File: config.mk
export PLATFORM = sky130hd
export DESIGN_NAME = countdown_timer
export DESIGN_NICKNAME = d
export VERILOG_FILES = /design/src/rtl/countdown_timer_pkg.sv /design/src/rtl/countdown_timer.sv
export SDC_FILE = /design/constraint.sdc
export NUM_CORES = 1
export LEC_CHECK = 0
export ABC_AREA = 1
export CORE_MARGIN = 4
export CORE_UTILIZATION = 50
export CTS_BUF_LIST = sky130_fd_sc_hd__clkbuf_2 sky130_fd_sc_hd__clkbuf_4 sky130_fd_sc_hd__clkbuf_8
export DETAILED_ROUTE_END_ITERATION = 8
export PLACE_DENSITY = 0.81
export SETUP_SLACK_MARGIN = 0.5
export SYNTH_ARGS = -nofsm -noshare
export SYNTH_HDL_FRONTEND = slang
export SYNTH_SLANG_ARGS = --single-unit
File: constraint.sdc
create_clock -name clk -period 1.7 [get_ports clk]
set_input_delay 0.17 -clock clk [delete_from_list [all_inputs] [get_ports clk]]
set_output_delay 0.17 -clock clk [all_outputs]
set_load 0.01 [all_outputs]
File: src/rtl/countdown_timer_pkg.sv
// ============================================================================
// Module   : countdown_timer_pkg
// Brief    : Shared FSM state encoding and default counter width.
// Revision : 1.0 - initial release
// ============================================================================
`default_nettype none

package countdown_timer_pkg;

  localparam int c_width_default = 4;

  typedef enum logic [1:0] {
    IDLE = 2'd0,
    RUN  = 2'd1,
    DONE = 2'd2
  } state_t;

endpackage

`default_nettype wire

File: src/rtl/countdown_timer.sv
// ============================================================================
// Module   : countdown_timer
// Brief    : Loadable down-counter with one-shot / auto-reload modes and tc.
// Revision : 1.0 - initial release
// ============================================================================
`default_nettype none

module countdown_timer
  import countdown_timer_pkg::*;
#(
  parameter int WIDTH = c_width_default
) (
  input  logic             clk,
  input  logic             rst,
  input  logic             en,
  input  logic             load,
  input  logic [WIDTH-1:0] load_val,
  input  logic             auto_reload,
  output logic [WIDTH-1:0] count,
  output logic             busy,
  output logic             tc,
  output logic             done
);

  localparam logic [WIDTH-1:0] c_zero = '0;
  localparam logic [WIDTH-1:0] c_one  = {{(WIDTH-1){1'b0}}, 1'b1};

  state_t           r_state;
  state_t           w_state_nxt;
  logic [WIDTH-1:0] r_count;
  logic [WIDTH-1:0] w_count_nxt;
  logic [WIDTH-1:0] r_reload;
  logic [WIDTH-1:0] w_reload_nxt;
  logic             r_tc;
  logic             w_tc_nxt;
  logic             r_done;
  logic             w_done_nxt;

  always_ff @(posedge clk or negedge rst) begin
    if (!rst) begin
      r_state  <= IDLE;
      r_count  <= c_zero;
      r_reload <= c_zero;
      r_tc     <= 1'b0;
      r_done   <= 1'b0;
    end else begin
      r_state  <= w_state_nxt;
      r_count  <= w_count_nxt;
      r_reload <= w_reload_nxt;
      r_tc     <= w_tc_nxt;
      r_done   <= w_done_nxt;
    end
  end

  always_comb begin
    w_state_nxt  = r_state;
    w_count_nxt  = r_count;
    w_reload_nxt = r_reload;
    w_tc_nxt     = 1'b0;
    w_done_nxt   = r_done;

    // A load overrides any terminal-cycle action, so no tc/done on that edge.
    if (load) begin
      w_count_nxt  = load_val;
      w_reload_nxt = load_val;
      w_done_nxt   = 1'b0;
      w_state_nxt  = (load_val != c_zero) ? RUN : IDLE;
    end else begin
      case (r_state)
        RUN: begin
          if (en) begin
            if (r_count == c_one) begin
              w_tc_nxt = 1'b1;
              if (auto_reload) begin
                w_count_nxt = r_reload;
              end else begin
                w_count_nxt = c_zero;
                w_done_nxt  = 1'b1;
                w_state_nxt = DONE;
              end
            end else if (r_count > c_one) begin
              w_count_nxt = r_count - c_one;
            end
          end
        end
        default: begin
          w_state_nxt = r_state;
        end
      endcase
    end
  end

  assign count = r_count;
  assign busy  = (r_state == RUN);
  assign tc    = r_tc;
  assign done  = r_done;

endmodule

`default_nettype wire

==> impl_metrics.tcl <==
set metrics [dict create \
    required_ns 1.86 \
    syn_nets 98 \
    hpwl_um 1230 \
    yosysWarnings 0 \
    cts_sinks 11 \
    clockRootBuffer "clkbuf_4" \
    cts_max_path_buffers 2 \
    insertedDiodeCount 0 \
    stdcell_count 128 \
    clkLatencyLatePin_ns 0.28 \
    synth-seq-cells 11 \
    dp_slack_ns 0.313 \
    cts_buffers 3 \
    avgSynthCellArea_sq_um 7.59 \
    worstPathMaxFanout 6 \
    slew_viol_final 0 \
    hold_viol_final 0 \
    ys_types 19 \
    worstMarginPinSlew_ns 0.495 \
    avgViaCountPerCell 5.52 \
    drt-total-wl_um 1810 \
    design.core.area_sq_um 1170 \
    place.gp.congestion 0.820 \
    worst_slack_ns 0.379 \
    port_buffers 15 \
    wl_per_cell_um 14.1 \
    crit_arrival_ns 1.48 \
    fp.dieH_um 44.4 \
    drt_first_pass_iters 4 \
    ir_drop_mv 0.703 \
    route.met3.wl_um 158 \
    synth_area_sq_um 661 \
    syn2layout_area_growth_pct 50.0 \
    clock_skew_ns 0.0121 \
    critPathKind "reg -> reg" \
    worstReg2RegStart "count[2]" \
    fmax_ghz 0.757 \
    cp-startpoint "count[2]" \
    wl_met2_um 930 \
    met1Wirelength_um 673 \
    first_global_vias 653 \
    worst_setup_path_end_kind "flop" \
    drive_gt1_frac 0.342 \
    slew_headroom 0.669 \
    setup_viol 0 \
    vias 706 \
    reg2reg_depth 7 \
    p_leak_nw 0.499 \
    period_needed_ns 1.32 \
    grt_setup_unrepaired "true" \
    postRouteAntennaNets 0 \
    postSynthCellCount 87 \
    placementRows 12 \
    grt_use_total 0.206 \
    tritoncts "yes" \
    top_layer_used "met4" \
    start_util 0.564 \
    drt_iter0_markers 32 \
    fin_hold_ws_ns 0.219 \
    grt_max_degree 12 \
    status "finished clean" \
    path_clk_slew_ns 0.07 \
    antenna_found_initial 0 \
    dieWidth_um 44.4 \
    fin_util 0.846 \
    synth_seq_area_share 0.417 \
    drcViolationCount 0 \
    place_inst 116 \
    pin_count 16 \
    powerDensity_nw_per_um2 1130 \
    start_kind "flop" \
    fin_crit_sh 0.777 \
    grt_pass1_wl_um 2830 \
    htreeDepth 1 \
    nets 126 \
    dieArea_sq_um 1970 \
    hold_path_class "in -> async" \
    fin_setup_tns_ns 0 \
    grt_remaining_overflow 0 \
    max_cap_viol_count 0 \
]
==> placed cells by master, fill, tap and decap left out, drive strengths merged <==
cell type and instances:
a21oi 3, buf 9, clkbuf 5, clkdlybuf4s15 2, clkdlybuf4s50 8, dfrtp 11
dlygate4sd2 4, ha 2, inv 13, nand2 33, nand3 10, nand4 2
nor2 6, nor4 2, o21ai 4
==> layer usage <==
| metal | vias up | GRT usage |
|---|---|---|
| met5 | - | 0 |
| met4 | 0 | 0.0904 |
| met3 | 6 | 0.0854 |
| met2 | 38 | 0.349 |
| met1 | 328 | 0.223 |
| li1 | 334 | - |
==> flip-flops by register name, indices dropped and copies added (netlist names) <==
register and count:
tc 1, r_state 2, count 4, r_reload 4
==> synth_stat cells, drive strengths merged <==
cell | n | share of area
nand2 | 33 | 0.20
inv | 13 | 0.074
dfrtp | 11 | 0.42
nand3 | 10 | 0.10
nor2 | 6 | 0.053
o21ai | 4 | 0.030
a21oi | 3 | 0.045
ha | 2 | 0.038
nand4 | 2 | 0.019
nor4 | 2 | 0.019
buf | 1 | 0.0076
==> area by class of cell <==
type	instances	area [sq um]
multi-input combinational	62	402
sequential	11	279
timing repair buffer	24	211
fill	74	180
inverter	13	51.3
clock buffer	4	30.0
tap	14	17.5
==> cell families after synthesis <==
logic type,Yosys count,share of synthesized area
AND/OR/NAND/NOR,53,0.388
AO/OA/AOI/OAI,7,0.0757
flip-flops,11,0.417
buffers and inverters,14,0.0814
adder cells (fa/ha/maj),2,0.0379
==> power breakdown <==
group	total, mW	internal, mW	switching (mW)
clock	0.195	0.107	0.0877
sequential	0.357	0.307	0.0500
combinational	0.563	0.266	0.297
==> worst max-delay path, cell delays in order, from the launching register on <==
cell     delay, ns
dfrtp_2       0.41
buf_6         0.13
nor2_4        0.21
nand2_4       0.11
nor2_4        0.12
nand2_2       0.08
nand3_2       0.09
o21ai_2       0.06
==> through the flow <==
step | instance area, sq um | power [mW]
2_1_floorplan | 677 | 0.622
3_3_place_gp | 847 | 0.764
3_5_place_dp | 847 | 0.778
4_1_cts | 948 | 1.05
5_1_grt | 991 | 1.20
6_report | 991 | 1.11
==> worst paths after layout <==
check / slack, ns / endpoint
min in group clk: 0.47 / tc
max in group asynchronous: 1.11 / count[3]
min: 0.22 / tc
min reg2reg: 0.49 / r_reload[0]
max: 0.38 / r_state[0]
max reg2reg: 0.38 / r_state[0]
==> timing repair <==
item | CTS | global route
pin swaps | 5 | 6
resized for setup | 19 | 9
setup buffers | 5 | 3
setup endpoints to repair | 12 | 11
hold buffers | 0 | 0
Note: power is estimated with default switching activity, not from simulation.
